### src/rtl/imem_dmem_arbiter_if.sv
// Bundles the core-side fetch/data ports and the SRAM command/response wires of the
// unified-memory arbiter. The arbiter uses the slave view, the core the master view, the macro the sram view.
interface imem_dmem_arbiter_if #(
  parameter int WIDTH  = 32,
  parameter int ADDR_W = 11
);
  logic              if_req;
  logic [ADDR_W-1:0] if_addr;
  logic              if_gnt;
  logic              if_rvalid;
  logic [WIDTH-1:0]  if_rdata;

  logic              dm_req;
  logic              dm_we;
  logic [ADDR_W-1:0] dm_addr;
  logic [WIDTH-1:0]  dm_wdata;
  logic              dm_gnt;
  logic              dm_rvalid;
  logic [WIDTH-1:0]  dm_rdata;

  logic              mem_en;
  logic              mem_we;
  logic [ADDR_W-1:0] mem_addr;
  logic [WIDTH-1:0]  mem_wdata;
  logic [WIDTH-1:0]  mem_rdata;

  modport master (
    output if_req, if_addr, dm_req, dm_we, dm_addr, dm_wdata,
    input  if_gnt, if_rvalid, if_rdata, dm_gnt, dm_rvalid, dm_rdata
  );

  modport slave (
    input  if_req, if_addr, dm_req, dm_we, dm_addr, dm_wdata, mem_rdata,
    output if_gnt, if_rvalid, if_rdata, dm_gnt, dm_rvalid, dm_rdata,
           mem_en, mem_we, mem_addr, mem_wdata
  );

  modport sram (
    input  mem_en, mem_we, mem_addr, mem_wdata,
    output mem_rdata
  );
endinterface

### src/rtl/imem_dmem_arbiter.sv
// Shares one single-port SRAM between instruction fetch and data memory, one grant per cycle.
// Data has priority, but fetch is forced through after MAX_DATA_BURST consecutive data grants.
module imem_dmem_arbiter #(
  parameter int WIDTH          = 32,
  parameter int ADDR_W         = 11,
  parameter int MAX_DATA_BURST = 4
) (
  input  logic                   clk,
  input  logic                   rst,
  imem_dmem_arbiter_if.slave     bus
);

  localparam int               CNT_W     = $clog2(MAX_DATA_BURST + 1);
  localparam logic [CNT_W-1:0] BURST_MAX = CNT_W'(MAX_DATA_BURST);

  typedef enum logic [1:0] {
    GNT_NONE  = 2'd0,
    GNT_FETCH = 2'd1,
    GNT_DATA  = 2'd2
  } gnt_e;

  gnt_e             gnt;
  logic [CNT_W-1:0] burst_cnt_q, burst_cnt_d;
  logic             fetch_pending_q, fetch_pending_d;
  logic             data_pending_q, data_pending_d;

  // Grant decision depends only on requests and registered state, never on mem_rdata.
  always_comb begin
    gnt = GNT_NONE;
    if (!rst) begin
      if (bus.dm_req && !(bus.if_req && (burst_cnt_q == BURST_MAX))) begin
        gnt = GNT_DATA;
      end else if (bus.if_req) begin
        gnt = GNT_FETCH;
      end
    end
  end

  always_comb begin
    bus.if_gnt    = 1'b0;
    bus.dm_gnt    = 1'b0;
    bus.mem_en    = 1'b0;
    bus.mem_we    = 1'b0;
    bus.mem_addr  = '0;
    bus.mem_wdata = '0;
    case (gnt)
      GNT_FETCH: begin
        bus.if_gnt   = 1'b1;
        bus.mem_en   = 1'b1;
        bus.mem_addr = bus.if_addr;
      end
      GNT_DATA: begin
        bus.dm_gnt    = 1'b1;
        bus.mem_en    = 1'b1;
        bus.mem_we    = bus.dm_we;
        bus.mem_addr  = bus.dm_addr;
        bus.mem_wdata = bus.dm_wdata;
      end
      default: ;
    endcase
  end

  // The counter only matters while fetch is waiting; any idle fetch cycle forgives the burst.
  always_comb begin
    burst_cnt_d = burst_cnt_q;
    if ((gnt == GNT_FETCH) || !bus.if_req) begin
      burst_cnt_d = '0;
    end else if ((gnt == GNT_DATA) && (burst_cnt_q != BURST_MAX)) begin
      burst_cnt_d = burst_cnt_q + 1'b1;
    end
  end

  always_comb begin
    fetch_pending_d = (gnt == GNT_FETCH);
    data_pending_d  = (gnt == GNT_DATA) && !bus.dm_we;
  end

  always_ff @(posedge clk) begin
    if (rst) begin
      burst_cnt_q     <= '0;
      fetch_pending_q <= 1'b0;
      data_pending_q  <= 1'b0;
    end else begin
      burst_cnt_q     <= burst_cnt_d;
      fetch_pending_q <= fetch_pending_d;
      data_pending_q  <= data_pending_d;
    end
  end

  always_comb begin
    bus.if_rvalid = fetch_pending_q;
    bus.dm_rvalid = data_pending_q;
    bus.if_rdata  = fetch_pending_q ? bus.mem_rdata : '0;
    bus.dm_rdata  = data_pending_q  ? bus.mem_rdata : '0;
  end

endmodule

### src/flat_wrapper.sv
// flat-port wrapper written by rule: the top's interface ports become plain ports
module imem_dmem_arbiter_flat 
#(
  parameter int WIDTH          = 32,
  parameter int ADDR_W         = 11,
  parameter int MAX_DATA_BURST = 4
)
  (clk, rst, bus_if_req, bus_if_addr, bus_dm_req, bus_dm_we, bus_dm_addr, bus_dm_wdata, bus_mem_rdata, bus_if_gnt, bus_if_rvalid, bus_if_rdata, bus_dm_gnt, bus_dm_rvalid, bus_dm_rdata, bus_mem_en, bus_mem_we, bus_mem_addr, bus_mem_wdata);
  imem_dmem_arbiter_if #(.WIDTH(WIDTH), .ADDR_W(ADDR_W)) bus_i ();
  input  logic clk;
  input  logic rst;
  input wire logic [$bits(bus_i.if_req)-1:0] bus_if_req;
  input wire logic [$bits(bus_i.if_addr)-1:0] bus_if_addr;
  input wire logic [$bits(bus_i.dm_req)-1:0] bus_dm_req;
  input wire logic [$bits(bus_i.dm_we)-1:0] bus_dm_we;
  input wire logic [$bits(bus_i.dm_addr)-1:0] bus_dm_addr;
  input wire logic [$bits(bus_i.dm_wdata)-1:0] bus_dm_wdata;
  input wire logic [$bits(bus_i.mem_rdata)-1:0] bus_mem_rdata;
  output wire logic [$bits(bus_i.if_gnt)-1:0] bus_if_gnt;
  output wire logic [$bits(bus_i.if_rvalid)-1:0] bus_if_rvalid;
  output wire logic [$bits(bus_i.if_rdata)-1:0] bus_if_rdata;
  output wire logic [$bits(bus_i.dm_gnt)-1:0] bus_dm_gnt;
  output wire logic [$bits(bus_i.dm_rvalid)-1:0] bus_dm_rvalid;
  output wire logic [$bits(bus_i.dm_rdata)-1:0] bus_dm_rdata;
  output wire logic [$bits(bus_i.mem_en)-1:0] bus_mem_en;
  output wire logic [$bits(bus_i.mem_we)-1:0] bus_mem_we;
  output wire logic [$bits(bus_i.mem_addr)-1:0] bus_mem_addr;
  output wire logic [$bits(bus_i.mem_wdata)-1:0] bus_mem_wdata;
  assign bus_i.if_req = bus_if_req;
  assign bus_i.if_addr = bus_if_addr;
  assign bus_i.dm_req = bus_dm_req;
  assign bus_i.dm_we = bus_dm_we;
  assign bus_i.dm_addr = bus_dm_addr;
  assign bus_i.dm_wdata = bus_dm_wdata;
  assign bus_i.mem_rdata = bus_mem_rdata;
  assign bus_if_gnt = bus_i.if_gnt;
  assign bus_if_rvalid = bus_i.if_rvalid;
  assign bus_if_rdata = bus_i.if_rdata;
  assign bus_dm_gnt = bus_i.dm_gnt;
  assign bus_dm_rvalid = bus_i.dm_rvalid;
  assign bus_dm_rdata = bus_i.dm_rdata;
  assign bus_mem_en = bus_i.mem_en;
  assign bus_mem_we = bus_i.mem_we;
  assign bus_mem_addr = bus_i.mem_addr;
  assign bus_mem_wdata = bus_i.mem_wdata;
  imem_dmem_arbiter #(.WIDTH(WIDTH), .ADDR_W(ADDR_W), .MAX_DATA_BURST(MAX_DATA_BURST)) u_core (.clk(clk), .rst(rst), .bus(bus_i));
endmodule
### config.mk
export PLATFORM = sky130hd
export DESIGN_NAME = imem_dmem_arbiter_flat
export DESIGN_NICKNAME = d
export VERILOG_FILES = /design/src/rtl/imem_dmem_arbiter_if.sv /design/src/rtl/imem_dmem_arbiter.sv /design/src/flat_wrapper.sv
export SDC_FILE = /design/constraint.sdc
export NUM_CORES = 1
export LEC_CHECK = 0
export ABC_AREA = 1
export ABC_CLOCK_PERIOD_IN_PS = 1950
export CORE_ASPECT_RATIO = 0.6
export CORE_MARGIN = 1.5
export CORE_UTILIZATION = 23
export DETAILED_ROUTE_END_ITERATION = 10
export GPL_ROUTABILITY_DRIVEN = 0
export GPL_TIMING_DRIVEN = 0
export PLACE_DENSITY = 0.83
export SKIP_CTS_REPAIR_TIMING = 1
export SYNTH_ARGS = -nofsm -noshare
export SYNTH_HDL_FRONTEND = slang
export SYNTH_SLANG_ARGS = --single-unit
### constraint.sdc
create_clock -name clk -period 1.95 [get_ports clk]
set_input_delay 0.195 -clock clk [delete_from_list [all_inputs] [get_ports clk]]
set_output_delay 0.195 -clock clk [all_outputs]
set_load 0.01 [all_outputs]
; After elaboration in Yosys (flattened, before gate mapping)
; Index checks and enable logic that the tools add are counted.
[totals]
n_memories = 0
rom_bits = 0
wordCells = 29
output_inout_bits = 113
regBits = 5
latch_bits = 0
ram_bits = 0
[classes]
div_mod_pow = 0
mul = 0
n_lt_le_gt_ge = 0
reduce_logical = 10
n_eq_ne = 4
n_mux = 11
shifts = 0
bitwise = 0
add_sub_neg = 1
[ops]
columns = operator, count
row1 = two-way mux 32 bit, 3
row2 = case mux 11 bit (2 select lines), 1
row3 = two-way mux 1 bit, 5
row4 = logical AND 1 bit, 4
row5 = two-way mux 2 bit, 2
row6 = OR reduction 2 bit, 2
row7 = "adder 3 x 1 -> 3 bit, second input constant", 1
row8 = "equality test 3 bit, second input constant", 1
row9 = logical NOT 1 bit, 3
row10 = "inequality test 3 bit, second input constant", 1
row11 = "equality test 2 x 1 -> 1 bit, second input constant", 1
row12 = "equality test 2 bit, second input constant", 1
row13 = logical OR 1 bit, 1

; Longest topological paths before layout
; Gate-level depths: netlist (run 1).
[logic_depth]
depth_word = 9
ltp_mapped = 10
mapped_depth_nobuf = 10

; Least setup slack after synthesis (run 1)
; No wires, ideal clock.
[synth_timing]
kind = reg-to-output
from = register u_core.burst_cnt_q[0]
to = output bus_mem_addr[0]
path_slack_ns = 0.163
required_time_ns = 1.755
stages_incl_launch_ff = 9
arrival_ns = 1.592
cell_sequence = dfxtp_1 -> inv_1 -> ha_1 -> nand2_2 -> o21ai_4 -> nand3_1 -> ha_1 -> buf_2 -> a21oi_1
[synth_between]
elab_chain_len = 8
[synth_rtl]
columns = element, line
row1 = from (decl), imem_dmem_arbiter.sv:23  ; logic [CNT_W-1:0] burst_cnt_q, burst_cnt_d;
row2 = from (signal assigned), imem_dmem_arbiter.sv:84  ; burst_cnt_q <= burst_cnt_d;
row3 = equality test 3 bit (*), imem_dmem_arbiter.sv:31  ; if (bus.dm_req && !(bus.if_req && (burst_cnt_q == BURST_MAX))) begin
row4 = logical AND 1 bit (*), imem_dmem_arbiter.sv:31
row5 = logical NOT 1 bit (*), imem_dmem_arbiter.sv:31
row6 = logical AND 1 bit (*), imem_dmem_arbiter.sv:31
row7 = two-way mux 2 bit (*), imem_dmem_arbiter.sv:31
row8 = two-way mux 2 bit (*), imem_dmem_arbiter.sv:30  ; if (!rst) begin
row9 = equality test 2 bit or equality test 2 x 1 -> 1 bit (tied branches), imem_dmem_arbiter.sv:46  ; case (gnt)
row10 = case mux 11 bit (2 select lines) (*), imem_dmem_arbiter.sv:46
row11 = to (decl), flat_wrapper.sv:27  ; output wire logic [$bits(bus_i.mem_addr)-1:0] bus_mem_addr;
; Every way passes the cells marked *; elsewhere a longest branch is shown, timed or not.

; Worst setup path after layout (run 1)
[layout_timing]
from = register u_core.burst_cnt_q[0]
to = output bus_mem_wdata[0]
[layout_between]
elab_chain_len = 8
[layout_rtl]
columns = element, line
row1 = equality test 3 bit, imem_dmem_arbiter.sv:31
row2 = logical AND 1 bit, imem_dmem_arbiter.sv:31
row3 = logical NOT 1 bit, imem_dmem_arbiter.sv:31
row4 = logical AND 1 bit, imem_dmem_arbiter.sv:31
row5 = two-way mux 2 bit, imem_dmem_arbiter.sv:31
row6 = two-way mux 2 bit, imem_dmem_arbiter.sv:30
row7 = equality test 2 bit, imem_dmem_arbiter.sv:46
row8 = two-way mux 32 bit, imem_dmem_arbiter.sv:46
row9 = to (decl), flat_wrapper.sv:28  ; output wire logic [$bits(bus_i.mem_wdata)-1:0] bus_mem_wdata;
; Every way passes these cells.

==> results of run 1 <==
==> sequential cells by signal, indices dropped and copies added, names as in the netlist <==
register and count:
u_core.burst_cnt_q 3, u_core.bus.if_rvalid 1, u_core.bus.dm_rvalid 1
==> synthesized netlist by cell type (all sizes together) <==
library cell  number
nor2               5
dfxtp              5
buf               13
nand4              1
a21o               1
a21oi             13
ha                 5
o21ai              1
nand2            126
nand3              4
inv              106
==> worst max path at each step <==
| stage | start | to | slack, ns | cells after the start |
|---|---|---|---|---|
| global route | u_core.burst_cnt_q[0] | bus_mem_wdata[0] | -0.24 | 11 |
| detailed placement | bus_if_req | bus_mem_addr[0] | -0.57 | 8 |
| floorplan | u_core.burst_cnt_q[0] | bus_mem_addr[0] | 0.16 | 8 |
| finish | u_core.burst_cnt_q[0] | bus_mem_wdata[0] | -0.19 | 11 |
| CTS | u_core.burst_cnt_q[0] | bus_mem_addr[6] | -0.68 | 9 |
| global placement | bus_if_req | bus_mem_addr[1] | -0.55 | 8 |
==> per-layer routing <==
layer,global-route usage (%),up-vias,wire length (microns)
met3,3.23,6,423
li1,-,1200,-
met4,5.03,0,77
met2,34.8,101,3820
met1,20.1,1037,2640
met5,0,-,0
==> final cells by class <==
cell class	count	area (sq um)	area share, %
Clock buffer	4	45.0	1.15
Multi-Input combinational cell	156	983	25.0
Inverter	106	400	10.2
Buffer	13	144	3.66
Sequential cell	5	103	2.61
Timing Repair Buffer	221	2170	55.3
Tap cell	66	82.6	2.10
==> power groups by stage <==
stage | registers, mW | clock network [mW] | logic [mW]
global placement | 0.109 | 0 | 0.447
detailed placement | 0.109 | 0 | 0.454
floorplan | 0.108 | 0 | 0.131
finish | 0.108 | 0.193 | 0.583
global route | 0.108 | 0.209 | 0.618
CTS | 0.108 | 0.197 | 0.456
==> logic make-up (layout without fill, tap and decap cells) <==
kind of cell | count (synthesis) | count (layout)
flip-flops | 5 | 5
AND/OR/NAND/NOR | 136 | 136
adder cells (fa/ha/maj) | 5 | 5
buffers and inverters | 119 | 344
AO/OA/AOI/OAI | 15 | 15
==> worst reg2reg max path: cells and delay by family (launching register included) <==
kind | cells | cell delay [ns]
flip-flops | 1 | 0.32
AO/OA/AOI/OAI | 2 | 0.35
adder cells (fa/ha/maj) | 2 | 0.35
buffers and inverters | 4 | 0.51
AND/OR/NAND/NOR | 4 | 0.35
==> through the flow <==
step                hold slack, ns  setup slack, ns
CTS                          0.483           -0.682
detailed placement           0.478           -0.573
global placement             0.467           -0.551
global route                 0.541           -0.237
finish                       0.514           -0.185
floorplan                    0.267            0.163
==> reports/metrics.yaml, run 1 <==
power_density_mw_per_mm2: 225
p_comb_share_pct: 66.0
p_leak_nw: 2.43
slew_headroom_pct: 80.6
drv_slew: 0
start_kind: "flip-flop"
fin_nets: 602
synth_warnings: 0
cp.required_ns: 1.75
period_share_pct: 110
layout_commonest_cell: "clkdlybuf4s50_1"
worstPathMaxFanout: 8
insertion_delay_ns: 0.22
crit_type: "flip-flop to output pin"
final_layout_size_suffix_gt1_share_pct: 32.5
min_path_type: "flip-flop to flip-flop"
die_area_sq_mm: 0.00601
cts_htree_levels: 1
p_seq_share_pct: 12.2
rr_startpoint: "u_core.burst_cnt_q[0]"
dp_hpwl_microns: 5030
dp_cells: 549
vias_per_cell: 4.11
worstHoldEndpoint: "u_core.burst_cnt_q[1]"
grt_max_degree: 11
syn_inst: 280
crit_top_cell: "ha_4"
n_antenna_cell: 0
synth_simple_gate_area_share_pct: 41.2
postSynthAreaPerCell_sq_um: 4.55
antenna_found_initial: 0
rsz0062_at_grt: "true"
io_pins: 204
synth_mux_area_share_pct: 0
drc: 0
switchingPower_mw: 0.284
finalSetupViolCount: 46
max_freq_mhz: 468
grt_pass1_wl_microns: 8560
synthXorXnorAreaFrac_pct: 0
overflow: 0
synthAdderAreaFrac_pct: 4.91
initial_core_util_pct: 24.5
worst_pin_slew_ns: 0.290
numCtsBuffers: 3
vias: 2344
root_buffer: "clkbuf_8"
design_area_sq_mm: 0.00393
hold_path_depth: 2
reg2reg_slack_ns: -0.02
endpoint_kind: "output pin"
syn-num-nets: 376
rows: 20
p_clk_share_pct: 21.9
cts_tree: "done"
synth_top_family_by_area: "simple AND/OR/NAND/NOR gates"
irDropWorstVdd_uv: 167
fp.coreArea_sq_mm: 0.00520
crit_chain: "inv_2 > ha_4 > nand2_4 > o21ai_4 > nand3_2 > ha_4 > buf_12 > buf_2 > nand2_1 > inv_1 > dlymetal6s2s_1"
clk_pin_slew_ns: 0.04
drt-total-wl_microns: 6960
yosys.area.top_type: "nand2_1"
grtUsageTotal_pct: 17.6
die_y_microns: 60.7
path_buf_inv: 5
clockBufferDepth: 2
ys_seq_elements: 5
synth_top_cell_area_share_pct: 36.8
hold_viol: 0
cts.sinks: 5
arrival_ns: 1.94
crit_path_top_delay_cell: "dfxtp_2"
p_sw_share_pct: 32.1
drtPass1Iterations: 4
failed_checks: "setup timing"
stdcell_count: 571
synth_compound_area_share_pct: 7.07
dpl_cell_area_sq_mm: 0.00339
ant_nets: 0
die_width_microns: 99.1
first_iter_violations: 61
r2r_cells: 12
outcome: "finished, violations left"
power_mw: 0.884
nFillCells: 381
clock_skew_ns: 0.00448
fin_crit_ns: 2.14
cp_slowest_stage_delay_ns: 0.32
wl_per_cell_microns: 12.2
hold_start: "u_core.burst_cnt_q[1]"
setup_slack_ns: -0.185
final_cell_mix: "clkdlybuf4s50_1, nand2_1, inv_1"
critPathTopFamily: "buffers and inverters"
io_buffers: 203
syn-cell-area_sq_mm: 0.00127
setup_tns_ns: -5.67
yosysSeqAreaShare_pct: 7.85
r2r-end: "u_core.burst_cnt_q[1]"
grt_pass1_vias: 1836
cellInternalPower_mw: 0.600
syn_to_final_growth_pct: 208
drv_cap: 0
synth_cell_types: 16
final_util_pct: 75.6
yosys-top-cells-area: "nand2_1, inv_1, dfxtp_1"
Power figures use the tool's default switching activity.
==> run 2: changes to the inputs <==
--- a/config.mk
+++ b/config.mk
@@ -14,7 +14,6 @@
 export GPL_ROUTABILITY_DRIVEN = 0
 export GPL_TIMING_DRIVEN = 0
 export PLACE_DENSITY = 0.83
-export SKIP_CTS_REPAIR_TIMING = 1
 export SYNTH_ARGS = -nofsm -noshare
 export SYNTH_HDL_FRONTEND = slang
 export SYNTH_SLANG_ARGS = --single-unit
==> reports/metrics.yaml, run 2 (synthesized netlist as in run 1, its figures left out) <==
outcome: "finished, violations left"
failed_checks: "setup timing"
cellInternalPower_mw: 0.558  # -7.0%
dp_hpwl_microns: 5030  # unchanged
vias_per_cell: 4.06  # -1.1%
cp_slowest_stage_delay_ns: 0.31  # about the same
cts_htree_levels: 1  # unchanged
switchingPower_mw: 0.253  # -11%
grtUsageTotal_pct: 19.3  # +1.6 points
drt-total-wl_microns: 6610  # -5.0%
nFillCells: 424  # +11%
crit_chain: "inv_2 > ha_4 > nand2_4 > o21ai_4 > nor2_4 > buf_4 > ha_4 > buf_2 > a21oi_1 > buf_2"
startpoint: "u_core.burst_cnt_q[0]"
clk_pin_slew_ns: 0.04  # about the same
crit_end: "bus_mem_addr[9]"
antenna_found_initial: 0  # unchanged
arrival_ns: 1.87  # -0.07 ns
power_density_mw_per_mm2: 222  # -1.2%
rr_startpoint: "u_core.burst_cnt_q[0]"
first_iter_violations: 62  # +1.6%
crit_path_top_delay_cell: "dfxtp_2"
n_antenna_cell: 0  # unchanged
final_util_pct: 70.2  # -5.4 points
p_comb_share_pct: 63.0  # -3.0 points
r2r-end: "u_core.burst_cnt_q[2]"
die_width_microns: 99.1  # unchanged
cts_tree: "done"
die_area_sq_mm: 0.00601  # unchanged
start_kind: "flip-flop"
die_y_microns: 60.7  # unchanged
rows: 20  # unchanged
min_path_type: "primary input to flip-flop"
slew_headroom_pct: 80.9  # +0.28 points
drv_slew: 0  # unchanged
irDropWorstVdd_uv: 159  # -4.6%
p_sw_share_pct: 31.2  # -0.91 points
worst_pin_slew_ns: 0.286  # -0.00432 ns
power_mw: 0.811  # -8.2%
period_share_pct: 106  # -3.5 points
cts_hold_buf: 0
final_layout_size_suffix_gt1_share_pct: 26.6  # -5.9 points
largest_reg_flops: 3  # unchanged
clock_skew_ns: 0.00462  # +0.000134 ns
io_pins: 204  # unchanged
r2r_cells: 13  # +1
max_freq_mhz: 484  # +3.3%
p_leak_nw: 2.28  # -6.2%
hold_viol: 0  # unchanged
numCtsBuffers: 3  # unchanged
rsz0062_at_grt: "true"
overflow: 0  # unchanged
final_cell_mix: "clkdlybuf4s50_1, nand2_1, inv_1"
setup_slack_ns: -0.118  # +0.0677 ns
drtPass1Iterations: 4  # unchanged
layout_commonest_cell: "clkdlybuf4s50_1"
crit_type: "flip-flop to output pin"
io_buffers: 203  # unchanged
vias: 2330  # -0.60%
grt_max_degree: 12  # +1
cts.sinks: 5  # unchanged
drc: 0  # unchanged
p_clk_share_pct: 23.7  # +1.8 points
ant_nets: 0  # unchanged
grt_pass1_vias: 1970  # +7.3%
wl_per_cell_microns: 11.5  # -5.5%
finalSetupViolCount: 45  # -2.2%
clockBufferDepth: 2  # unchanged
drv_cap: 0  # unchanged
fin_crit_ns: 2.07  # -0.0677 ns
cp.required_ns: 1.75  # about the same
root_buffer: "clkbuf_8"
endpoint_kind: "output pin"
fin_nets: 605  # +0.50%
worstPathMaxFanout: 5  # -3
p_seq_share_pct: 13.2  # +1.0 points
fp.coreArea_sq_mm: 0.00520  # unchanged
grt_pass1_wl_microns: 9330  # +8.9%
reg2reg_slack_ns: -0.02  # about the same
insertion_delay_ns: 0.22  # about the same
top_register: "u_core.burst_cnt_q"
syn_to_final_growth_pct: 187
initial_core_util_pct: 24.5  # unchanged
==> run 2: final cells by class <==
| type | instances | area (sq um) | area share, % |
|---|---|---|---|
| buffer | 12 | 105 | 2.88 |
| inverter | 106 | 400 | 11.0 |
| clock buffer | 4 | 45.0 | 1.23 |
| tap | 66 | 82.6 | 2.26 |
| sequential | 5 | 103 | 2.81 |
| multi-input combinational | 156 | 855 | 23.4 |
| timing repair buffer | 225 | 2060 | 56.5 |
==> run 2: how the worst min path moves through the flow <==
stage	startpoint	to	slack (ns)	depth (start not counted)
2_1_floorplan	bus_dm_we	u_core.bus.dm_rvalid	0.27	1
3_3_place_gp	u_core.burst_cnt_q[0]	u_core.burst_cnt_q[0]	0.47	2
3_5_place_dp	u_core.burst_cnt_q[1]	u_core.burst_cnt_q[1]	0.48	2
4_1_cts	bus_dm_we	u_core.bus.dm_rvalid	0.53	2
5_1_grt	bus_if_req	u_core.burst_cnt_q[1]	0.45	3
6_report	bus_if_req	u_core.burst_cnt_q[0]	0.44	3
==> run 2: repair_timing <==
item                                   in CTS  in global routing
gates cloned                                5                  1
endpoints found under the hold margin       0                  0
resized for setup                         228                 42
setup buffers                               8                  8
pin swaps                                  16                  5
setup endpoints to repair                  47                 47
==> run 2: layer usage <==
layer | track usage, % | vias to the layer above | wire length [microns]
li1 | - | 1206 | -
met2 | 39.4 | 103 | 3600
met1 | 21.4 | 1017 | 2520
met3 | 3.00 | 4 | 442
met5 | 0 | - | 0
met4 | 5.43 | 0 | 50
==> run 2: stage by stage <==
| stage | setup TNS, ns | area (sq um) | cells | setup slack [ns] | hold WS (ns) |
|---|---|---|---|---|---|
| floorplan | 0 | 1270 | 280 | 0.163 | 0.267 |
| global placement | -21.10 | 3390 | 549 | -0.551 | 0.467 |
| detailed placement | -22.47 | 3390 | 549 | -0.573 | 0.478 |
| CTS | -3.12 | 3460 | 566 | -0.0999 | 0.526 |
| global route | -4.27 | 3650 | 574 | -0.174 | 0.450 |
| finish | -1.66 | 3650 | 574 | -0.118 | 0.442 |
==> run 2: power by group through the flow <==
| stage | Sequential [mW] | Clock [mW] | Combinational [mW] |
|---|---|---|---|
| after floorplan | 0.108 | 0 | 0.131 |
| after global placement | 0.109 | 0 | 0.447 |
| after detailed placement | 0.109 | 0 | 0.454 |
| after CTS | 0.108 | 0.197 | 0.472 |
| after global routing | 0.108 | 0.209 | 0.546 |
| final | 0.107 | 0.192 | 0.512 |
==> run 2: critical path: cells and delay by family, from the launching register on <==
family,cells,cell delay [ns]
compound gates,2,0.35
fa+ha+maj,2,0.36
buf+inv,4,0.52
flops,1,0.31
simple gates,2,0.11
